--- config.mk ---
export PLATFORM = sky130hd
export DESIGN_NAME = miter_lane_cmp
export DESIGN_NICKNAME = d
export VERILOG_FILES = /design/src/rtl/miter_lane_cmp.sv
export SDC_FILE = /design/constraint.sdc
export NUM_CORES = 1
export LEC_CHECK = 0
export CAP_MARGIN = 20
export CORE_AREA = 5 5 42 44
export DETAILED_ROUTE_END_ITERATION = 12
export DIE_AREA = 0 0 47 49
export REMOVE_ABC_BUFFERS = 1
export SLEW_MARGIN = 5
export SYNTH_ARGS = -nofsm -noshare
export SYNTH_HDL_FRONTEND = slang
export SYNTH_SLANG_ARGS = --single-unit
--- constraint.sdc ---
create_clock -name vclk -period 1.1
set_input_delay 0.11 -clock vclk [all_inputs]
set_output_delay 0.11 -clock vclk [all_outputs]
set_load 0.005 [all_outputs]
--- src/rtl/miter_lane_cmp.sv ---
`default_nettype none
// +----------------------------------------------------------------------+
// | miter_lane_cmp: per-channel masked XOR and OR-reduce.                |
// |                                         Revision: 1.0                |
// +----------------------------------------------------------------------+
module miter_lane_cmp #(
    parameter int WIDTH = 8
) (
    input  logic [WIDTH-1:0] gold,
    input  logic [WIDTH-1:0] gate,
    input  logic [WIDTH-1:0] dc,
    input  logic             mask,
    output logic [WIDTH-1:0] diff,
    output logic             mism
);

    assign diff = (gold ^ gate) & ~dc & {WIDTH{~mask}};
    assign mism = |diff;

endmodule
`default_nettype wire

Yosys cells after proc, flatten, opt, wreduce, memory -nomap -nowiden
Cells that the tools add are included.
{ "op_classes": {"bitwise": 5, "reduce_logical": 1} }
{ "op_table": {"columns": ["operator", "n"], "rows": [
  ["bitwise AND 8 bit", 2],
  ["NOT 8 bit", 1],
  ["OR reduction 8 bit", 1],
  ["bitwise XOR 8 bit", 1],
  ["NOT 1 bit", 1]
]} }
{ "totals": {"regBits": 0, "inputBits": 25, "output_inout_bits": 9, "wordCells": 6} }

Depth between registers and ports, before layout
Gate-level depths: netlist of run 1.
{ "logic_depth": {"ltp_word": 4, "depth_mapped": 4, "depth_no_buf": 3} }

Worst setup path before layout of run 1
No wires, ideal clock.
{ "synth_path": {"path_type": "in2out", "start": "input port gate[0]", "end": "output port mism", "arrival_time_ns": 0.890, "required_ns": 0.990, "setup_slack_ns": 0.100, "stages": 3, "n_path_buf": 0, "cell_sequence": "xnor2_1 > o32ai_1 > or4_1"} }
{ "synth_via": {"elab_chain_cells": 4} }
{ "synth_lines": {"columns": ["element", "line", "rtl"], "rows": [
  ["from (decl)", "10", "input logic [WIDTH-1:0] gate,"],
  ["bitwise XOR 8 bit", "17", "assign diff = (gold ^ gate) & ~dc & {WIDTH{~mask}};"],
  ["bitwise AND 8 bit (2 in a row)", "17", null],
  ["OR reduction 8 bit", "18", "assign mism = |diff;"],
  ["to (decl)", "14", "output logic mism"]
]} }
No other way between the ends.

Worst setup path after layout of run 1
{ "layout_path": {"start": "input port gate[2]", "end": "output port mism"} }
The elaborated chain is that of the path after synthesis.

==> metrics.cfg, run 1 <==
[outcome]
outcome = finished, violations left
violations = negative setup slack

[route]
routed_wl_um = 852
drt_pass1_iterations = 2
avgViaCountPerCell = 4.235
routedWlPerCell_um = 10.52
drtAntennaViolNets = 0
drt_iter0_drc = 1
drc = 0
dr_total_vias = 343

[yosys]
synth.largest_area_cell = sky130_fd_sc_hd__xnor2_1
yosys_warnings = 0
post_synth_most_frequent_cells = sky130_fd_sc_hd__xnor2_1 (7), sky130_fd_sc_hd__nor2_1 (4), sky130_fd_sc_hd__nor3_1 (4), sky130_fd_sc_hd__o32ai_1 (4), sky130_fd_sc_hd__or2_1 (3)
netlist_instances = 26
synth.lib_cells_used.distinct = 9
top_count_cell_post_synth = sky130_fd_sc_hd__xnor2_1
synth_area_per_cell_um2 = 7.796
seq_area_frac_synth_pct = 0
synthesis.area_um2 = 202.7
yosysTopAreaCellShare_pct = 30.25
yosys-top-cells-area = sky130_fd_sc_hd__xnor2_1 (30%), sky130_fd_sc_hd__o32ai_1 (17%), sky130_fd_sc_hd__xnor2_4 (14%), sky130_fd_sc_hd__nor3_1 (9.9%), sky130_fd_sc_hd__or2_1 (9.3%)

[setup_path]
endpoint_kind = output port
arrival_ns = 1.12
crit_path_start_kind = input pin
cp_slowest_cell = sky130_fd_sc_hd__or4_1
critPathCapture = mism
longest_individual_stage_delay_on_the_worst_path_ns = 0.52
timing.critical_path.from = gate[2]
timing.critical_path.fanout_max = 2
cp_cell_sequence = buf_6, xnor2_2, o32ai_1, or4_1, buf_2
critPathKind = in -> out
cp_data_required_time_ns = 0.99

[pwr]
pwr_density_cell_mw_per_mm2 = 404.3
power.clock.fraction_pct = 0
total_switching_power_uw = 92.29
cellLeakagePower_uw = 0.0003157
power.ir.vdd_worst_mv = 0.1308
int_pwr_uw = 174.8
power.share.combinational_pct = 100.0
relative_contribution_of_sequential_cells_to_total_power_pct = 0
power.share.switching_pct = 34.55

[floorplanning]
rows = 14
io-pin-count = 34
starting_density_of_the_core_pct = 14.46
core_area_mm2 = 0.001401
fp.dieW_um = 47
floorplan.die.height_um = 49
design.die.area_mm2 = 0.002303

[timing]
unrepaired_setup_endpoints_after_global_routing = true
final.hold.worst_slack_ns = 0.5655
finalCritPeriodShare_pct = 112.1
final.min_clock_period_ns = 1.233
timing.final.hold_violations = 0
clock.fmax_mhz = 811.2
worst_slew_margin_rel_pct = 86.96
post-route-worst-setup-slack_ns = -0.1328
worstMarginPinSlew_ns = 0.1950
report.final.setup_viol = 1
finalMaxSlewViolations = 0

[min_path]
min-delay-path-class = in -> out

[place]
dp_slack_ns = -0.9295
gpl.final_weighted_congestion = 0.6549
buffer_ports.inserted = 34
hpwlAfterDp_um = 736.1

[layout]
num-nets-final = 92
areaGrowthSynthToFinish_pct = 225.9
seq_cell_count = 0
clock_buffers = 0
final_layout_size_suffix_gt1_share_pct = 56.92
filler_cell_count = 146
antennaDiodeCount = 0
ff_latch_area_um2 = 0

[flow_run]
drv_cap = 0

[grt]
grt-ovfl-total = 0
number_of_antenna_violations_at_the_first_check_in_global_routing = 0
wire_length_of_the_first_global_routing_pass_mm = 1.331
grt_pass1_vias = 303
overall_global_routing_usage_pct = 7.168
grt_start_max_net_pins = 7

power groups by stage:
| stage | Clock (µW) | Combinational (µW) | Sequential (µW) |
|---|---|---|---|
| after floorplan | 0 | 69.7 | 0 |
| after global placement | 0 | 225 | 0 |
| after detailed placement | 0 | 227 | 0 |
| after CTS | 0 | 253 | 0 |
| after global routing | 0 | 286 | 0 |
| final | 0 | 267 | 0 |
worst min-delay path by stage:
stage,startpoint,to,slack [ns],depth (start not counted)
after floorplan,dc[0],diff[0],0.25,1
after global placement,dc[0],diff[0],1.18,3
after detailed placement,dc[0],diff[0],1.18,3
after CTS,gold[7],diff[7],0.57,4
after global routing,gold[7],diff[7],0.59,4
final,gold[7],diff[7],0.57,4
per-layer routing:
metal | up-vias | GRT usage (%) | part of all wire, %
met2 | 19 | 13.57 | 50
met4 | 0 | 0 | 0
met1 | 150 | 8.079 | 31
met3 | 0 | 1.845 | 19
met5 | - | 0 | 0
li1 | 174 | - | -
cells in the final DEF (no fill, tap or decap):
cell type	instances
sky130_fd_sc_hd__o32ai_2	2
sky130_fd_sc_hd__or4_1	1
sky130_fd_sc_hd__dlygate4sd2_1	13
sky130_fd_sc_hd__xnor2_2	3
sky130_fd_sc_hd__or2_4	2
sky130_fd_sc_hd__buf_4	4
sky130_fd_sc_hd__nor3_1	4
sky130_fd_sc_hd__buf_6	10
sky130_fd_sc_hd__or2_1	2
sky130_fd_sc_hd__clkbuf_2	1
sky130_fd_sc_hd__xnor2_4	5
sky130_fd_sc_hd__buf_2	10
sky130_fd_sc_hd__clkdlybuf4s15_1	2
sky130_fd_sc_hd__o32ai_1	2
sky130_fd_sc_hd__nor2_1	4
worst max-delay path: cells and delay by family:
family                    cells  cell delay (ns)
and+or+nand+nor               1             0.52
xor gates and xnor gates      1             0.16
AOI/OAI and AO/OA             1             0.10
buffers and inverters         2             0.23
logic make-up (layout without fill, tap and decap cells):
group	Yosys count	in the layout	share of synthesized area, %
AND/OR/NAND/NOR	13	13	33.34
XOR/XNOR	8	8	43.83
AO/OA/AOI/OAI	4	4	17.28
buffers and inverters	1	40	5.555
repair_timing:
item | in CTS | in global routing
hold buffers | 0 | 0
buffers inserted | 3 | 0
gates resized for setup | 105 | 12
endpoints found under the hold margin | 0 | 0
gates cloned | 1 | 0
endpoints found under the setup margin | 9 | 2
pin swaps | 17 | 6
per-stage QoR:
| stage | power (µW) | utilization, % | cells | cell area, µm² | setup TNS, ns |
|---|---|---|---|---|---|
| floorplan | 69.73 | - | 25 | 191.4 | 0 |
| global placement | 225.1 | 40.45 | 77 | 566.8 | -4.906 |
| detailed placement | 226.8 | 40.45 | 77 | 566.8 | -4.921 |
| CTS | 252.7 | 45.45 | 81 | 636.9 | -0.1419 |
| global route | 286.1 | 47.14 | 81 | 660.6 | -0.1726 |
| finish | 267.1 | 47.14 | 81 | 660.6 | -0.1328 |
final cells by class:
class | instances | area (µm²) | share of cell area (%)
multi-input combinational | 25 | 309.0 | 46.78
tap | 16 | 20.02 | 3.030
timing repair buffer | 40 | 331.6 | 50.19
Power figures use the tool's default switching activity.
==> run 2: changes to the inputs <==
CELL_PAD_IN_SITES_DETAIL_PLACEMENT = 1   (was unset)
CELL_PAD_IN_SITES_GLOBAL_PLACEMENT = 1   (was unset)
CORE_AREA = unset   (was 5 5 42 44)
CORE_MARGIN = 5   (was unset)
CORE_UTILIZATION = 13   (was unset)
DIE_AREA = unset   (was 0 0 47 49)
PLACE_DENSITY_LB_ADDON = 0.1   (was unset)
==> metrics.cfg, run 2 (synthesis gave the netlist of run 1 again) <==
[route]
drtAntennaViolNets = 0  ; unchanged
avgViaCountPerCell = 4.341  ; +2.5%
routedWlPerCell_um = 12.55  ; +19%
drt_iter0_drc = 0  ; -1
drt_pass1_iterations = 1  ; -1
routed_wl_mm = 1.029  ; +21%
dr_total_vias = 356  ; +3.8%
drc = 0  ; unchanged

[setup_path]
arrival_ns = 1.13  ; about the same
critPathKind = in -> out
endpoint_kind = output port
timing.critical_path.fanout_max = 2  ; unchanged
cp_data_required_time_ns = 0.99  ; about the same
crit_path_start_kind = input pin

[floorplanning]
starting_density_of_the_core_pct = 13.61  ; -0.85 points
rows = 14  ; unchanged
io-pin-count = 34  ; unchanged
design.die.area_mm2 = 0.002449  ; +6.3%
floorplan.die.height_um = 49.49  ; +0.99%
core_area_mm2 = 0.001489  ; +6.3%
fp.dieW_um = 49.49  ; +5.3%

[layout]
layout.cells.most_common_list = sky130_fd_sc_hd__dlygate4sd2_1 (13), sky130_fd_sc_hd__buf_6 (10), sky130_fd_sc_hd__buf_2 (8), sky130_fd_sc_hd__xnor2_2 (5), sky130_fd_sc_hd__buf_4 (5)
seq_cell_count = 0  ; unchanged
num-nets-final = 93  ; +1.1%
layout.cells.most_common = sky130_fd_sc_hd__dlygate4sd2_1
final_layout_size_suffix_gt1_share_pct = 62.12  ; +5.2 points
antennaDiodeCount = 0  ; unchanged
ff_latch_area_um2 = 0  ; unchanged
areaGrowthSynthToFinish_pct = 232.1
clock_buffers = 0  ; unchanged

[timing]
timing.final.hold_violations = 0  ; unchanged
post-route-worst-setup-slack_ns = -0.1426  ; -0.009810 ns
finalMaxSlewViolations = 0  ; unchanged
final.hold.worst_slack_ns = 0.6532  ; +0.08769 ns
worstMarginPinSlew_ns = 0.1961  ; +0.001147 ns
worst_slew_margin_rel_pct = 86.89  ; about the same
unrepaired_setup_endpoints_after_global_routing = true
final.min_clock_period_ns = 1.243  ; +0.009810 ns
clock.fmax_mhz = 804.8  ; -0.79%
report.final.setup_viol = 1  ; unchanged
finalCritPeriodShare_pct = 113.0  ; +0.89 points

[pwr]
power.ir.vdd_worst_mv = 0.1397  ; +6.8%
power.share.switching_pct = 35.00  ; +0.45 points
total_power_uw = 270.8  ; +1.4%
relative_contribution_of_sequential_cells_to_total_power_pct = 0  ; unchanged
power.clock.fraction_pct = 0  ; unchanged
pwr_density_cell_mw_per_mm2 = 402.3  ; -0.51%
cellLeakagePower_uw = 0.0003227  ; +2.2%
power.share.combinational_pct = 100.0  ; about the same
total_switching_power_uw = 94.78  ; +2.7%
int_pwr_uw = 176.0  ; +0.68%

[grt]
globalRouteMet2Util_pct = 16.95  ; +3.4 points
grt.met3_usage_pct = 1.807  ; -0.038 points
grt-ovfl-total = 0  ; unchanged
number_of_antenna_violations_at_the_first_check_in_global_routing = 0  ; unchanged
wire_length_of_the_first_global_routing_pass_mm = 1.711  ; +29%
grt_start_max_net_pins = 7  ; unchanged
overall_global_routing_usage_pct = 8.349  ; +1.2 points
grt_pass1_vias = 420  ; +39%
top_usage_layer = met2
grtUsageMet1_pct = 9.124  ; +1.0 points

[min_path]
min-delay-path-class = in -> out

[flow_run]
drv_cap = 0  ; unchanged

[place]
gpl.final_weighted_congestion = 0.5749  ; -12%
hpwlAfterDp_um = 812.2  ; +10%
buffer_ports.inserted = 34  ; unchanged

[outcome]
violations = negative setup slack
outcome = finished, violations left

==> run 2: worst paths after layout <==
path	startpoint	end	depth (start not counted)	slack (ns)
setup / recovery	gold[2]	mism	5	-0.14
hold / removal	gate[3]	diff[3]	5	0.65
==> run 2: routing by layer <==
metal | part of all wire, % | vias to the layer above
met4 | 0 | 0
met2 | 52 | 19
li1 | - | 176
met5 | 0 | -
met3 | 11 | 0
met1 | 37 | 161
==> run 2: power groups by stage <==
stage	registers, µW	logic (µW)	clock network, µW
3_3_place_gp	0	228	0
6_report	0	271	0
5_1_grt	0	292	0
3_5_place_dp	0	228	0
2_1_floorplan	0	69.7	0
4_1_cts	0	264	0
==> run 2: metrics by stage <==
step           setup TNS (ns)  setup slack, ns  area (µm²)  std cells  util, %
6_report              -0.1426          -0.1426       673.1         82    45.21
4_1_cts               -0.1504          -0.1504       656.9         82    44.12
3_3_place_gp           -4.962          -0.9409       566.8         77    38.07
3_5_place_dp           -5.037          -0.9459       566.8         77    38.07
2_1_floorplan               0           0.1001       191.4         25        -
5_1_grt               -0.1717          -0.1717       673.1         82    45.21
==> run 2: what timing repair did <==
item	in CTS	in global routing
buffers inserted	4	1
gates resized for setup	112	7
setup endpoints to repair	9	4
hold buffers	0	0
pin swaps	17	4
cloned	1	0
endpoints found under the hold margin	0	0
==> run 2: layout make-up <==
type,count,area (µm²)
Fill cell,180,815.8
Multi-Input combinational cell,25,301.5
Tap cell,16,20.02
Timing Repair Buffer,41,351.6
==> run 2: worst max-delay path, stage by stage <==
cell                      delay [ns]
sky130_fd_sc_hd__buf_6          0.10
sky130_fd_sc_hd__xnor2_2        0.20
sky130_fd_sc_hd__o32ai_2        0.10
sky130_fd_sc_hd__or4_1          0.49
sky130_fd_sc_hd__buf_2          0.14
